### config.mk
export PLATFORM = sky130hd
export DESIGN_NAME = mem_access_unit
export DESIGN_NICKNAME = d
export VERILOG_FILES = /design/src/rtl/mem_access_unit.sv
export SDC_FILE = /design/constraint.sdc
export NUM_CORES = 1
export LEC_CHECK = 0
export CORE_ASPECT_RATIO = 1.1
export CORE_UTILIZATION = 25
export DETAILED_ROUTE_END_ITERATION = 8
export GPL_ROUTABILITY_DRIVEN = 0
export PLACE_DENSITY = 0.58
export SYNTH_ARGS = -nofsm -noshare
export SYNTH_HDL_FRONTEND = slang
export SYNTH_SLANG_ARGS = --single-unit
### constraint.sdc
create_clock -name CLK -period 3.3 [get_ports CLK]
set_clock_uncertainty 0.15 [all_clocks]
set_input_delay 0.33 -clock CLK [delete_from_list [all_inputs] [get_ports CLK]]
set_output_delay 0.33 -clock CLK [all_outputs]
set_load 0.01 [all_outputs]
### src/rtl/mem_access_unit.sv
// ---------------------------------------------------------------------------
// mem_access_unit
//   Memory-stage controller sitting between the E/M and M/W pipeline
//   registers. Non-memory instructions pass straight through. Loads and
//   stores are issued on a req/ack data-memory port with variable latency.
//   While an access is outstanding the unit raises StallM and sends a bubble
//   (PCSrcM/RegWriteM/MemToRegM forced low) toward M/W. On completion it
//   presents the result to M/W for one full cycle (state DONE).
//
//   Optional feature (macro MEM_TIMEOUT_EN): a BUSY cycle counter forces
//   completion after TIMEOUT cycles without mem_ack. In that case MemErrM is
//   raised, ReadDataM reads 0 and RegWriteM is suppressed for the DONE cycle.
//   Without the macro, BUSY waits indefinitely and MemErrM is tied low.
//
// Ports:
//   CLK, RST            clock, synchronous active-high reset
//   *E2M                instruction fields from the E/M register (held
//                       stable by upstream while StallM=1)
//   mem_rdata, mem_ack  memory read data and one-cycle completion strobe
//   mem_req, mem_we,    registered memory request, write enable,
//   mem_addr, mem_wdata address and store data
//   StallM              freeze request to the hazard unit
//   *M                  fields toward the M/W register
//   MemErrM             access was ended by the timeout
// ---------------------------------------------------------------------------
module mem_access_unit #(
    parameter int SIZE    = 32,
    parameter int TIMEOUT = 15
) (
    input  logic            CLK,
    input  logic            RST,
    input  logic            PCSrcE2M,
    input  logic            RegWriteE2M,
    input  logic            MemToRegE2M,
    input  logic            MemWriteE2M,
    input  logic [4:0]      WA3E2M,
    input  logic [SIZE-1:0] ALUOutE2M,
    input  logic [SIZE-1:0] WriteDataE2M,
    input  logic [SIZE-1:0] mem_rdata,
    input  logic            mem_ack,
    output logic            mem_req,
    output logic            mem_we,
    output logic [SIZE-1:0] mem_addr,
    output logic [SIZE-1:0] mem_wdata,
    output logic            StallM,
    output logic            PCSrcM,
    output logic            RegWriteM,
    output logic            MemToRegM,
    output logic [4:0]      WA3M,
    output logic [SIZE-1:0] ALUOutM,
    output logic [SIZE-1:0] ReadDataM,
    output logic            MemErrM
);

    typedef enum logic [1:0] {
        IDLE = 2'd0,
        BUSY = 2'd1,
        DONE = 2'd2
    } state_t;

    state_t            state_q,     state_d;
    logic              mem_req_q,   mem_req_d;
    logic              mem_we_q,    mem_we_d;
    logic [SIZE-1:0]   mem_addr_q,  mem_addr_d;
    logic [SIZE-1:0]   mem_wdata_q, mem_wdata_d;
    logic [SIZE-1:0]   rdata_q,     rdata_d;
    logic              err_q,       err_d;
    logic              acc_s;
    logic              stall_s;

`ifdef MEM_TIMEOUT_EN
    localparam int CNT_W = $clog2(TIMEOUT + 1);
    // Counter value seen during the TIMEOUT-th BUSY cycle (counter starts at 0).
    localparam logic [CNT_W-1:0] CNT_LAST = CNT_W'(TIMEOUT - 1);
    logic [CNT_W-1:0]  cnt_q, cnt_d;
`endif

    assign acc_s   = MemToRegE2M | MemWriteE2M;
    // Stall while waiting to issue (IDLE with an access) and while outstanding.
    assign stall_s = (state_q == BUSY) | ((state_q == IDLE) & acc_s);

    // Next-state and next-register computation for the access FSM.
    always_comb begin
        state_d     = state_q;
        mem_req_d   = mem_req_q;
        mem_we_d    = mem_we_q;
        mem_addr_d  = mem_addr_q;
        mem_wdata_d = mem_wdata_q;
        rdata_d     = rdata_q;
        err_d       = err_q;
`ifdef MEM_TIMEOUT_EN
        cnt_d       = cnt_q;
`endif
        case (state_q)
            IDLE: begin
                if (acc_s) begin
                    state_d     = BUSY;
                    mem_req_d   = 1'b1;
                    mem_we_d    = MemWriteE2M;
                    mem_addr_d  = ALUOutE2M;
                    mem_wdata_d = WriteDataE2M;
`ifdef MEM_TIMEOUT_EN
                    cnt_d       = '0;
`endif
                end else begin
                    state_d = IDLE;
                end
            end
            BUSY: begin
                if (mem_ack) begin
                    // Ack wins over a coinciding timeout.
                    state_d   = DONE;
                    mem_req_d = 1'b0;
                    mem_we_d  = 1'b0;
                    err_d     = 1'b0;
                    if (!mem_we_q) begin
                        rdata_d = mem_rdata;
                    end else begin
                        rdata_d = rdata_q;
                    end
                end
`ifdef MEM_TIMEOUT_EN
                else if (cnt_q == CNT_LAST) begin
                    state_d   = DONE;
                    mem_req_d = 1'b0;
                    mem_we_d  = 1'b0;
                    err_d     = 1'b1;
                    rdata_d   = '0;
                end else begin
                    cnt_d = cnt_q + 1'b1;
                end
`else
                else begin
                    state_d = BUSY;
                end
`endif
            end
            DONE: begin
                state_d = IDLE;
                err_d   = 1'b0;
            end
            default: begin
                state_d   = IDLE;
                mem_req_d = 1'b0;
                mem_we_d  = 1'b0;
                err_d     = 1'b0;
            end
        endcase
    end

    // State and output registers with synchronous reset.
    always_ff @(posedge CLK) begin
        if (RST) begin
            state_q     <= IDLE;
            mem_req_q   <= 1'b0;
            mem_we_q    <= 1'b0;
            mem_addr_q  <= '0;
            mem_wdata_q <= '0;
            rdata_q     <= '0;
            err_q       <= 1'b0;
`ifdef MEM_TIMEOUT_EN
            cnt_q       <= '0;
`endif
        end else begin
            state_q     <= state_d;
            mem_req_q   <= mem_req_d;
            mem_we_q    <= mem_we_d;
            mem_addr_q  <= mem_addr_d;
            mem_wdata_q <= mem_wdata_d;
            rdata_q     <= rdata_d;
            err_q       <= err_d;
`ifdef MEM_TIMEOUT_EN
            cnt_q       <= cnt_d;
`endif
        end
    end

    // Outputs toward M/W: bubble during stall, suppress writeback on error.
    always_comb begin
        if (stall_s) begin
            PCSrcM    = 1'b0;
            RegWriteM = 1'b0;
            MemToRegM = 1'b0;
        end else begin
            PCSrcM    = PCSrcE2M;
            RegWriteM = RegWriteE2M & ~err_q;
            MemToRegM = MemToRegE2M;
        end
    end

    assign StallM    = stall_s;
    assign WA3M      = WA3E2M;
    assign ALUOutM   = ALUOutE2M;
    assign ReadDataM = rdata_q;
    assign MemErrM   = err_q;
    assign mem_req   = mem_req_q;
    assign mem_we    = mem_we_q & mem_req_q;
    assign mem_addr  = mem_addr_q;
    assign mem_wdata = mem_wdata_q;

endmodule

Word-level counts from Yosys, hierarchy flattened --
Cells that the tools add are included.
Storage, ports and cells: logic and storage cells 37, output and inout port bits 140, input bits 108, register bits 101
Cells by class: bitwise gates (word level) 9, reductions and logical operators 5, equality and inequality tests 4, mux-type cells 12
Operators by type and width (count):
- 2-to-1 mux 1 bit | 7
- one-hot mux 1 bit (3 select lines) | 2
- AND reduction 3 bit | 2
- inequality test 2 bit, second input constant | 2
- NOT 1 bit | 4
- one-hot mux 2 bit (2 select lines) | 1
- AND reduction 2 bit | 2
- bitwise AND 1 bit | 3
- == test 2 x 1 -> 1 bit, second input constant | 1
- == test 2 bit, second input constant | 1
- logical NOT 2 bit | 1
- 2-to-1 mux 2 bit | 1
- OR 1 bit | 2
- one-hot mux 1 bit (2 select lines) | 1

Depth between registers and ports, before layout --
Gate-level depths: netlist of the first run.
depth after elaboration 4, depth in mapped cells 6

Least setup slack after synthesis of the first run --
Ideal clock, no wire load.
path kind input-to-output, start input MemWriteE2M, end output PCSrcM, arrival time 0.961 ns, stages on the path 4, data required time 2.820 ns, setup slack 1.859 ns, cell sequence nor2_1 -> buf_2 -> a21oi_1 -> nor2b_1
On the way: longest elaborated chain between the ends 4
Ends and longest elaborated chain:
- start, declared | RTL line 35 | input logic MemWriteE2M,
- OR 1 bit | RTL line 78 | assign acc_s = MemToRegE2M | MemWriteE2M;
- bitwise AND 1 bit | RTL line 80 | assign stall_s = (state_q == BUSY) | ((state_q == IDLE) & acc_s);
- OR 1 bit | RTL line 80
- via StallM | RTL line 45 | output logic StallM,
- 2-to-1 mux 1 bit | RTL line 180 | if (stall_s) begin
- end, declared | RTL line 46 | output logic PCSrcM,
The timed path passes the listed nets, and every way through them passes these cells.

Worst setup path in the final report of the first run --
start register state_q[0], end output StallM
On the way: longest elaborated chain between the ends 3, elaborated cells on any way between the ends 4, classes of those cells eq/ne: 1; bitwise: 2; reduce/logical: 1
Ends and longest elaborated chain:
- start, declared | RTL line 61 | state_t state_q, state_d;
- start signal, assigned | RTL line 165 | state_q <= state_d;
- logical NOT 2 bit | RTL line 80
- bitwise AND 1 bit | RTL line 80
- OR 1 bit (*) | RTL line 80
- end, declared | RTL line 45
Every way passes the cells marked *; elsewhere a longest branch is shown, timed or not.

==> impl_metrics.yaml, run 1 <==
sta:
  finalCriticalPeriod_ns: 2.26
  period_share_pct: 68.5
  finalMaxSlewViolations: 0
  setup_viol_count_final: 0
  tightestPinTransition_ns: 1.25
  rsz0062_at_grt: "no"
  final.setup.tns_ns: 0
  relSlewSlack_pct: 16.4
  fmax_mhz: 442
  finalHoldViolations: 0
routing:
  routed_via_density: 4.62
  vias: 4019
  wirelength_um: 13000
  post-route-drc-count: 0
  wire_per_inst_um: 14.9
  drt_pass1_iterations: 4
  first_iter_violations: 175
  ant_nets: 0
worst_setup_path:
  cpPeakStageDelay_ns: 0.59
  cp.required_ns: 2.82
  path_cells: "inv_1 > a21oi_1 > clkdlybuf4s50_1"
  r2r_end: "mem_wdata[21]$_SDFFE_PP0P_"
  crit_slowest_cell: "clkdlybuf4s50_1"
  crit_arrival_ns: 1.78
  critPathCapture: "StallM"
  worstSetupPathType: "register to primary output"
  start_kind: "register"
  crit_buf_inv: 2
  crit_start: "state_q[0]$_SDFF_PP0_"
  cp_num_cells: 3
  r2r_cells: 4
  r2r_slack_ns: 1.22
  cp_max_fo: 7
  crit_path_end_kind: "primary output"
  r2r-start: "state_q[1]$_SDFF_PP0_"
  crit_family: "buffers and inverters"
power:
  leakage_uw: 0.00229
  p_int_uw: 2380
  p_sw_uw: 791
  p_per_area_mw_per_mm2: 487
  combPwrFrac_pct: 20.5
  power_frac_clock_pct: 37.5
  peakVddDrop_mv: 0.261
  pwr-share-seq_pct: 42.1
  sw_frac_of_total_pct: 24.9
yosys:
  synth_fp_nets: 607
  synth_cell_type_count: 25
  synth_top_cell_area_share_pct: 49.5
  seq_area_frac_synth_pct: 49.5
  synth_area_leader_cell: "dfxtp_1"
  yosysWarnings: 0
  synth-seq-cells: 100
  synth_edf_count: 0
  async_reset_ff_share_pct: 0
  netlist_area_mm2: 0.00405
  ys.flop_type: "dfxtp_1"
  syn_inst: 499
  synthTopCellsByCount: "100 x a21oi_1, 100 x dfxtp_1, 66 x nand2_1"
  synth.top_cells.by_area: "dfxtp_1 49%, a21oi_1 12%, buf_4 8.0%, nand3_1 7.9%, o21ai_0 6.8%"
  avgSynthCellArea_um2: 8.11
global_routing:
  antenna_found_initial: 0
  grt_usage_pct: 15.4
  grt_pass1_wl_um: 20000
  grt_overflow: 0
  grt_max_degree: 101
  first_global_vias: 3854
min_path:
  hp-class: "register to register"
  min_from: "ReadDataM[18]$_SDFFE_PP0P_"
layout:
  register_area_mm2: 0.00200
  antennaDiodeCount: 0
  drive_gt1_share_pct: 3.88
  multi_input_area_mm2: 0.00153
  fin_cells: 870
  nFillCells: 1574
  finalNetCount: 773
  area_delta_synth_final_pct: 61.1
floorplanning:
  die_area_mm2: 0.0167
  die_y_um: 135
  boundaryPins: 248
  die_w_um: 123
  start_util_pct: 25.7
  core_region_area_mm2: 0.0157
  num_rows: 48
placement:
  portBuffers: 236
  dpl.hpwl_um: 8910
  dpl.cell_count: 854
clock_network:
  cts.repair.resized: 0
  clockBufferDepth: 2
  tritoncts: "built"
  numClockSinks: 100
  clk_pin_slew_worst_paths_ns: 0.07
  post_cts_buffers: 0
  root_buffer: "clkbuf_16"
  cts_made_buffers: 9
  cts_hold_buf: 0
  htree_num_levels: 3
  insertion_delay_ns: 0.34
status:
  status: "finished clean"
run:
  cap_violations: 0
-- power groups by stage --
stage	Combinational (uW)	Clock [uW]	Sequential, uW
final	650	1190	1330
after global routing	704	1280	1340
after CTS	657	1230	1330
after detailed placement	653	0	1360
after global placement	648	0	1360
after floorplan	269	0	1390
-- cell families (layout without fill, tap and decap cells) --
logic type	Yosys count	after routing	synth area share [%]
AO/OA/AOI/OAI	166	166	20.6
buffers and inverters	87	258	13.1
AND/OR/NAND/NOR	145	145	16.8
other	1	1	0.0927
flip-flops	100	100	49.5
-- final cells by class --
| type | instances | share of cell area (%) |
|---|---|---|
| timing repair buffer | 241 | 36.8 |
| sequential | 100 | 30.7 |
| multi-input combinational | 312 | 23.5 |
| tap | 200 | 3.84 |
| clock buffer | 11 | 3.57 |
| clock inverter | 5 | 1.54 |
| inverter | 1 | 0.0576 |
-- sequential cells by signal, summed over array words and instances, names as in the netlist --
register / flops
mem_addr: 32
mem_req: 1
mem_we_q: 1
ReadDataM: 32
mem_wdata: 32
state_q: 2
-- worst register-to-register path: stages (launching register included) --
cell     delay (ns)
dfxtp_1        0.56
or2_2          0.69
buf_4          0.34
o21ai_0        0.09
a21oi_1        0.17
-- layer usage --
layer  wire [um]  track usage (%)  vias up
met2        6510             26.2      145
li1            -                -     1994
met4         224             6.36        0
met1        5380             18.3     1865
met5           0                0        -
met3         855             3.75       15
-- worst min path at each step --
stage / cells past startpoint / endpoint / slack [ns]
floorplan: 2 / ReadDataM[0]$_SDFFE_PP0P_ / 0.32
global placement: 2 / ReadDataM[16]$_SDFFE_PP0P_ / 0.29
detailed placement: 2 / ReadDataM[2]$_SDFFE_PP0P_ / 0.30
CTS: 2 / ReadDataM[2]$_SDFFE_PP0P_ / 0.31
global route: 2 / ReadDataM[2]$_SDFFE_PP0P_ / 0.32
finish: 2 / ReadDataM[18]$_SDFFE_PP0P_ / 0.30
-- layout by cell type (no fill, tap or decap), drive strengths merged --
cell type	n
nand3	64
a31oi	1
inv	1
and2	2
bufinv	3
nand3b	1
buf	6
o21ai	65
nor4b	1
nand4bb	1
or3	1
nand2b	1
nor2	2
and4bb	2
a21oi	100
clkbuf	11
nand2	66
nor2b	2
clkdlybuf4s50	235
clkinv	2
conb	1
dfxtp	100
or2	2
-- per-stage QoR --
stage / total power, uW / hold WS [ns] / util (%) / instance area (um^2) / setup WS (ns)
2_1_floorplan: 1660 / 0.316 / - / 4050 / 1.86
3_3_place_gp: 2010 / 0.292 / 39.3 / 6180 / 0.760
3_5_place_dp: 2020 / 0.298 / 39.3 / 6180 / 0.746
4_1_cts: 3230 / 0.305 / 41.4 / 6520 / 1.00
5_1_grt: 3330 / 0.317 / 41.4 / 6520 / 0.888
6_report: 3170 / 0.304 / 41.4 / 6520 / 1.04
Power figures use the tool's default switching activity.
==> run 2: changes to the inputs <==
Settings changed: PLACE_DENSITY 0.58 to 0.6.
Clock period 3.3 ns to 2.05 ns, I/O delays scaled along.
==> run 2 against run 1 <==
- clock power is 44% higher
- highest routed layer unchanged
- cell count is 0.92% higher
- power is 55% higher
- final area is 1.2% higher
- non-clock buffer count is 8 higher
==> impl_metrics.yaml, run 2 (same netlist as run 1, synthesis figures left out) <==
sta:
  finalCriticalPeriod_ns: 1.95
  fmax_mhz: 512
  setup_viol_count_final: 0
  finalMaxSlewViolations: 0
  relSlewSlack_pct: 59.9
  finalHoldViolations: 0
  period_share_pct: 95.3
  rsz0062_at_grt: "no"
  tightestPinTransition_ns: 0.601
  final.setup.tns_ns: 0
  setup_ws_ns: 0.0971
run:
  cap_violations: 0
placement:
  dp_slack_ns: -0.0133
  dpl.hpwl_um: 9470
  placed_cell_area_mm2: 0.00629
  portBuffers: 236
routing:
  first_iter_violations: 175
  ant_nets: 0
  wirelength_um: 13300
  post-route-drc-count: 0
  vias: 4059
  wire_per_inst_um: 15.2
  drt_pass1_iterations: 4
  routed_via_density: 4.62
clock_network:
  root_buffer: "clkbuf_16"
  numClockSinks: 100
  insertion_delay_ns: 0.34
  cts_hold_buf: 0
  post_cts_buffers: 0
  cts_made_buffers: 9
  clockBufferDepth: 2
  tritoncts: "built"
  clk_pin_slew_worst_paths_ns: 0.06
  htree_num_levels: 3
power:
  sw_frac_of_total_pct: 26.0
  combPwrFrac_pct: 21.9
  peakVddDrop_mv: 0.427
  p_sw_uw: 1280
  pwr-share-seq_pct: 43.5
  p_total_uw: 4930
  p_per_area_mw_per_mm2: 748
  leakage_uw: 0.00234
  power_frac_clock_pct: 34.6
  p_int_uw: 3650
status:
  status: "finished clean"
min_path:
  hp-class: "input pin to register"
layout:
  final_area_mm2: 0.00660
  multi_input_area_mm2: 0.00153
  layout.cells.most_common: "clkdlybuf4s50_1"
  layout_common_cells: "234 x clkdlybuf4s50_1, 99 x dfxtp_1, 99 x a21oi_1, 66 x nand2_1, 64 x nand3_1"
  register_area_mm2: 0.00200
  drive_gt1_share_pct: 5.16
  finalNetCount: 781
  final_util_pct: 41.9
  nFillCells: 1574
  area_delta_synth_final_pct: 63.1
  antennaDiodeCount: 0
floorplanning:
  die_area_mm2: 0.0167
  core_region_area_mm2: 0.0157
  die_w_um: 123
  die_y_um: 135
  num_rows: 48
  start_util_pct: 25.7
  boundaryPins: 248
worst_setup_path:
  crit_path_end_kind: "primary output"
  worstSetupPathType: "input pin to primary output"
  cp.required_ns: 1.69
  cp_max_fo: 3
  start_kind: "input pin"
  crit_arrival_ns: 1.60
global_routing:
  grt_overflow: 0
  grt_pass1_wl_um: 20400
  grt_max_degree: 65
  grt_usage_pct: 15.7
  antenna_found_initial: 0
  first_global_vias: 3947
## run 2: changes by cell type in the layout (fill, tap and decap cells not counted), sizes merged
| cell | change |
|---|---|
| buf | +8 |
| bufinv | -2 |
| clkbuf | +2 |
| clkdlybuf4s50 | -1 |
| clkinv | -1 |
| clkinvlp | +1 |
| dlymetal6s2s | +1 |
## run 2: final cells by class
cell class | instances | area share, %
sequential | 100 | 30.4
timing repair buffer | 249 | 38.1
clock buffer | 13 | 3.79
clock inverter | 3 | 0.702
tap | 200 | 3.79
inverter | 1 | 0.0569
multi-input combinational | 312 | 23.2
## run 2: power groups by stage
| stage | logic [uW] | clock network [uW] | registers, uW |
|---|---|---|---|
| 2_1_floorplan | 432 | 0 | 2240 |
| 3_3_place_gp | 1080 | 0 | 2180 |
| 3_5_place_dp | 1090 | 0 | 2190 |
| 4_1_cts | 1090 | 1780 | 2150 |
| 5_1_grt | 1160 | 1860 | 2160 |
| 6_report | 1080 | 1710 | 2150 |
## run 2: what timing repair did
| action | 4_1_cts | 5_1_grt |
|---|---|---|
| setup endpoints to repair | 3 | 1 |
| gates resized for setup | 2 | 1 |
| hold endpoints to repair | 0 | 0 |
## run 2: path summary, 6_finish.rpt
check | depth (start not counted) | start | endpoint | slack (ns)
worst max-delay path | 4 | MemWriteE2M | StallM | 0.1
worst min-delay path | 2 | RST | ReadDataM[4]$_SDFFE_PP0P_ | 0.21
worst max register to register | 5 | state_q[0]$_SDFF_PP0_ | mem_wdata[7]$_SDFFE_PP0P_ | 0.40
worst min register to register | 2 | ReadDataM[1]$_SDFFE_PP0P_ | ReadDataM[1]$_SDFFE_PP0P_ | 0.31
## run 2: layer usage
metal | routed length, um | share of wire [%] | GRT usage [%] | vias to the layer above
li1 | - | - | - | 2013
met1 | 5710 | 43 | 19.3 | 1881
met2 | 6400 | 48 | 25.6 | 146
met3 | 911 | 6.8 | 3.91 | 19
met4 | 300 | 2.3 | 7.30 | 0
met5 | 0 | 0 | 0 | -
## run 2: stage by stage
stage	std cells	hold slack, ns
final	878	0.207
after global routing	878	0.221
after CTS	878	0.198
after detailed placement	862	0.260
after global placement	862	0.260
after floorplan	499	0.191
## run 2: worst max-delay path, cell delays in order
cell	delay, ns
clkdlybuf4s50_1	0.54
nor2_4	0.07
a21oi_2	0.21
clkdlybuf4s50_1	0.58
==> run 3: changes to the inputs <==
Settings changed: CORE_ASPECT_RATIO 1.1 to default.
==> run 3 against run 2 <==
- critical path depth down 1
- non-clock buffer count is 3 lower
- maximum frequency barely moved
- critical path type is now register to primary output
==> impl_metrics.yaml, run 3 (same netlist as run 1, synthesis figures left out) <==
status:
  status: "finished clean"
sta:
  tightestPinTransition_ns: 0.598
  relSlewSlack_pct: 60.1
  setup_viol_count_final: 0
  setup_ws_ns: 0.0956
  finalMaxSlewViolations: 0
  period_share_pct: 95.3
  fin_hold_ws_ns: 0.129
  finalHoldViolations: 0
  rsz0062_at_grt: "no"
  fmax_mhz: 512
  final.setup.tns_ns: 0
  finalCriticalPeriod_ns: 1.95
worst_setup_path:
  crit_path_end_kind: "primary output"
  cpPeakStageDelay_ns: 0.57
  r2r_cells: 4
  crit_family: "buffers and inverters"
  path_cells: "inv_2 > a21oi_2 > clkdlybuf4s50_1"
  worstSetupPathType: "register to primary output"
  crit_slowest_cell: "clkdlybuf4s50_1"
  crit_buf_inv: 2
  r2r_end: "mem_addr[24]$_SDFFE_PP0P_"
  start_kind: "register"
  crit_arrival_ns: 1.60
  r2r-start: "state_q[1]$_SDFF_PP0_"
  r2r_slack_ns: 0.32
  cp_max_fo: 7
  cp.required_ns: 1.69
clock_network:
  htree_num_levels: 3
  numClockSinks: 100
  tritoncts: "built"
  clockBufferDepth: 2
  insertion_delay_ns: 0.34
  cts_made_buffers: 9
  root_buffer: "clkbuf_16"
  clk_pin_slew_worst_paths_ns: 0.07
routing:
  post-route-drc-count: 0
  routed_via_density: 4.63
  wirelength_um: 13000
  first_iter_violations: 207
  vias: 4126
  ant_nets: 0
  drt_pass1_iterations: 5
  wire_per_inst_um: 14.6
run:
  cap_violations: 0
layout:
  drive_gt1_share_pct: 5.48
  layout_common_cells: "235 x clkdlybuf4s50_1, 99 x a21oi_1, 98 x dfxtp_1, 66 x nand2_1, 64 x nand3_1"
  antennaDiodeCount: 0
  layout.cells.most_common: "clkdlybuf4s50_1"
  fin_cells: 891
  finalNetCount: 778
  area_delta_synth_final_pct: 63.3
  nFillCells: 1566
global_routing:
  grt_overflow: 0
  grtUsageMet3_pct: 3.59
  grt_pass1_wl_um: 19700
  grt_usage_pct: 15.0
  grt.busiest_layer: "met2"
  antenna_found_initial: 0
  met1_usage_pct: 18.5
  first_global_vias: 3895
  grt_max_degree: 68
  use_met2_pct: 25.0
placement:
  dpl.cell_count: 875
  portBuffers: 236
  dp_slack_ns: 0.0216
  dpl.hpwl_um: 8970
min_path:
  hp-class: "input pin to register"
  holdPathEnd: "ReadDataM[11]$_SDFFE_PP0P_"
  worstHoldPathCells: 2
  min_from: "RST"
floorplanning:
  boundaryPins: 248
  num_rows: 46
  core_region_area_mm2: 0.0158
  die_w_um: 129
  die_y_um: 129
  die_area_mm2: 0.0167
  start_util_pct: 25.6
power:
  peakVddDrop_mv: 0.551
  leakage_uw: 0.00232
  p_per_area_mw_per_mm2: 741
[run 3: cell type report]
cell class	count	area (um^2)	area share, %
repair buffers	246	2500	37.8
flip-flops and latches	100	2000	30.3
multi-input cells	312	1530	23.2
well taps	216	270	4.09
clock buffers	12	267	4.03
clock inverters	4	31.3	0.473
inverters	1	3.75	0.0568
[run 3: what timing repair did]
item	4_1_cts	5_1_grt
setup endpoints to repair	4	3
gates cloned	0	0
resized for setup	3	1
setup buffers	0	0
hold buffers	0	0
[run 3: how the worst max path moves through the flow]
stage,start,endpoint,depth (start not counted),slack (ns)
after floorplan,state_q[1]$_SDFF_PP0_,mem_addr[0]$_SDFFE_PP0P_,6,0.67
after global placement,MemWriteE2M,StallM,4,0.05
after detailed placement,MemWriteE2M,StallM,4,0.02
after CTS,state_q[0]$_SDFF_PP0_,StallM,3,0.01
after global routing,state_q[0]$_SDFF_PP0_,RegWriteM,4,0.0009
final,state_q[0]$_SDFF_PP0_,StallM,3,0.1
[run 3: power breakdown]
part	total, uW	leakage (uW)	internal, uW	switching (uW)
registers	2150	0.000821	2080	70.7
logic	1070	0.00135	590	483
clock network	1670	0.000149	930	741
total	4890	0.00232	3600	1300
[run 3: through the flow]
stage	util (%)	area, um^2	total power (uW)
after global placement	39.8	6300	3260
final	41.7	6610	4890
after CTS	41.7	6610	4980
after detailed placement	39.8	6300	3280
after global routing	41.7	6610	5140
after floorplan	-	4050	2680
[run 3: worst reg2reg max path: stages, from the launching register on]
cell and delay [ns]:
dfxtp_2 0.39, or2_2 0.49, buf_12 0.26, o21ai_0 0.23
a21oi_1 0.09
[run 3: per-layer routing]
metal  wire, um  part of all wire [%]
met2       6290                    48
met1       5650                    44
met4        234                   1.8
met5          0                     0
met3        808                   6.2
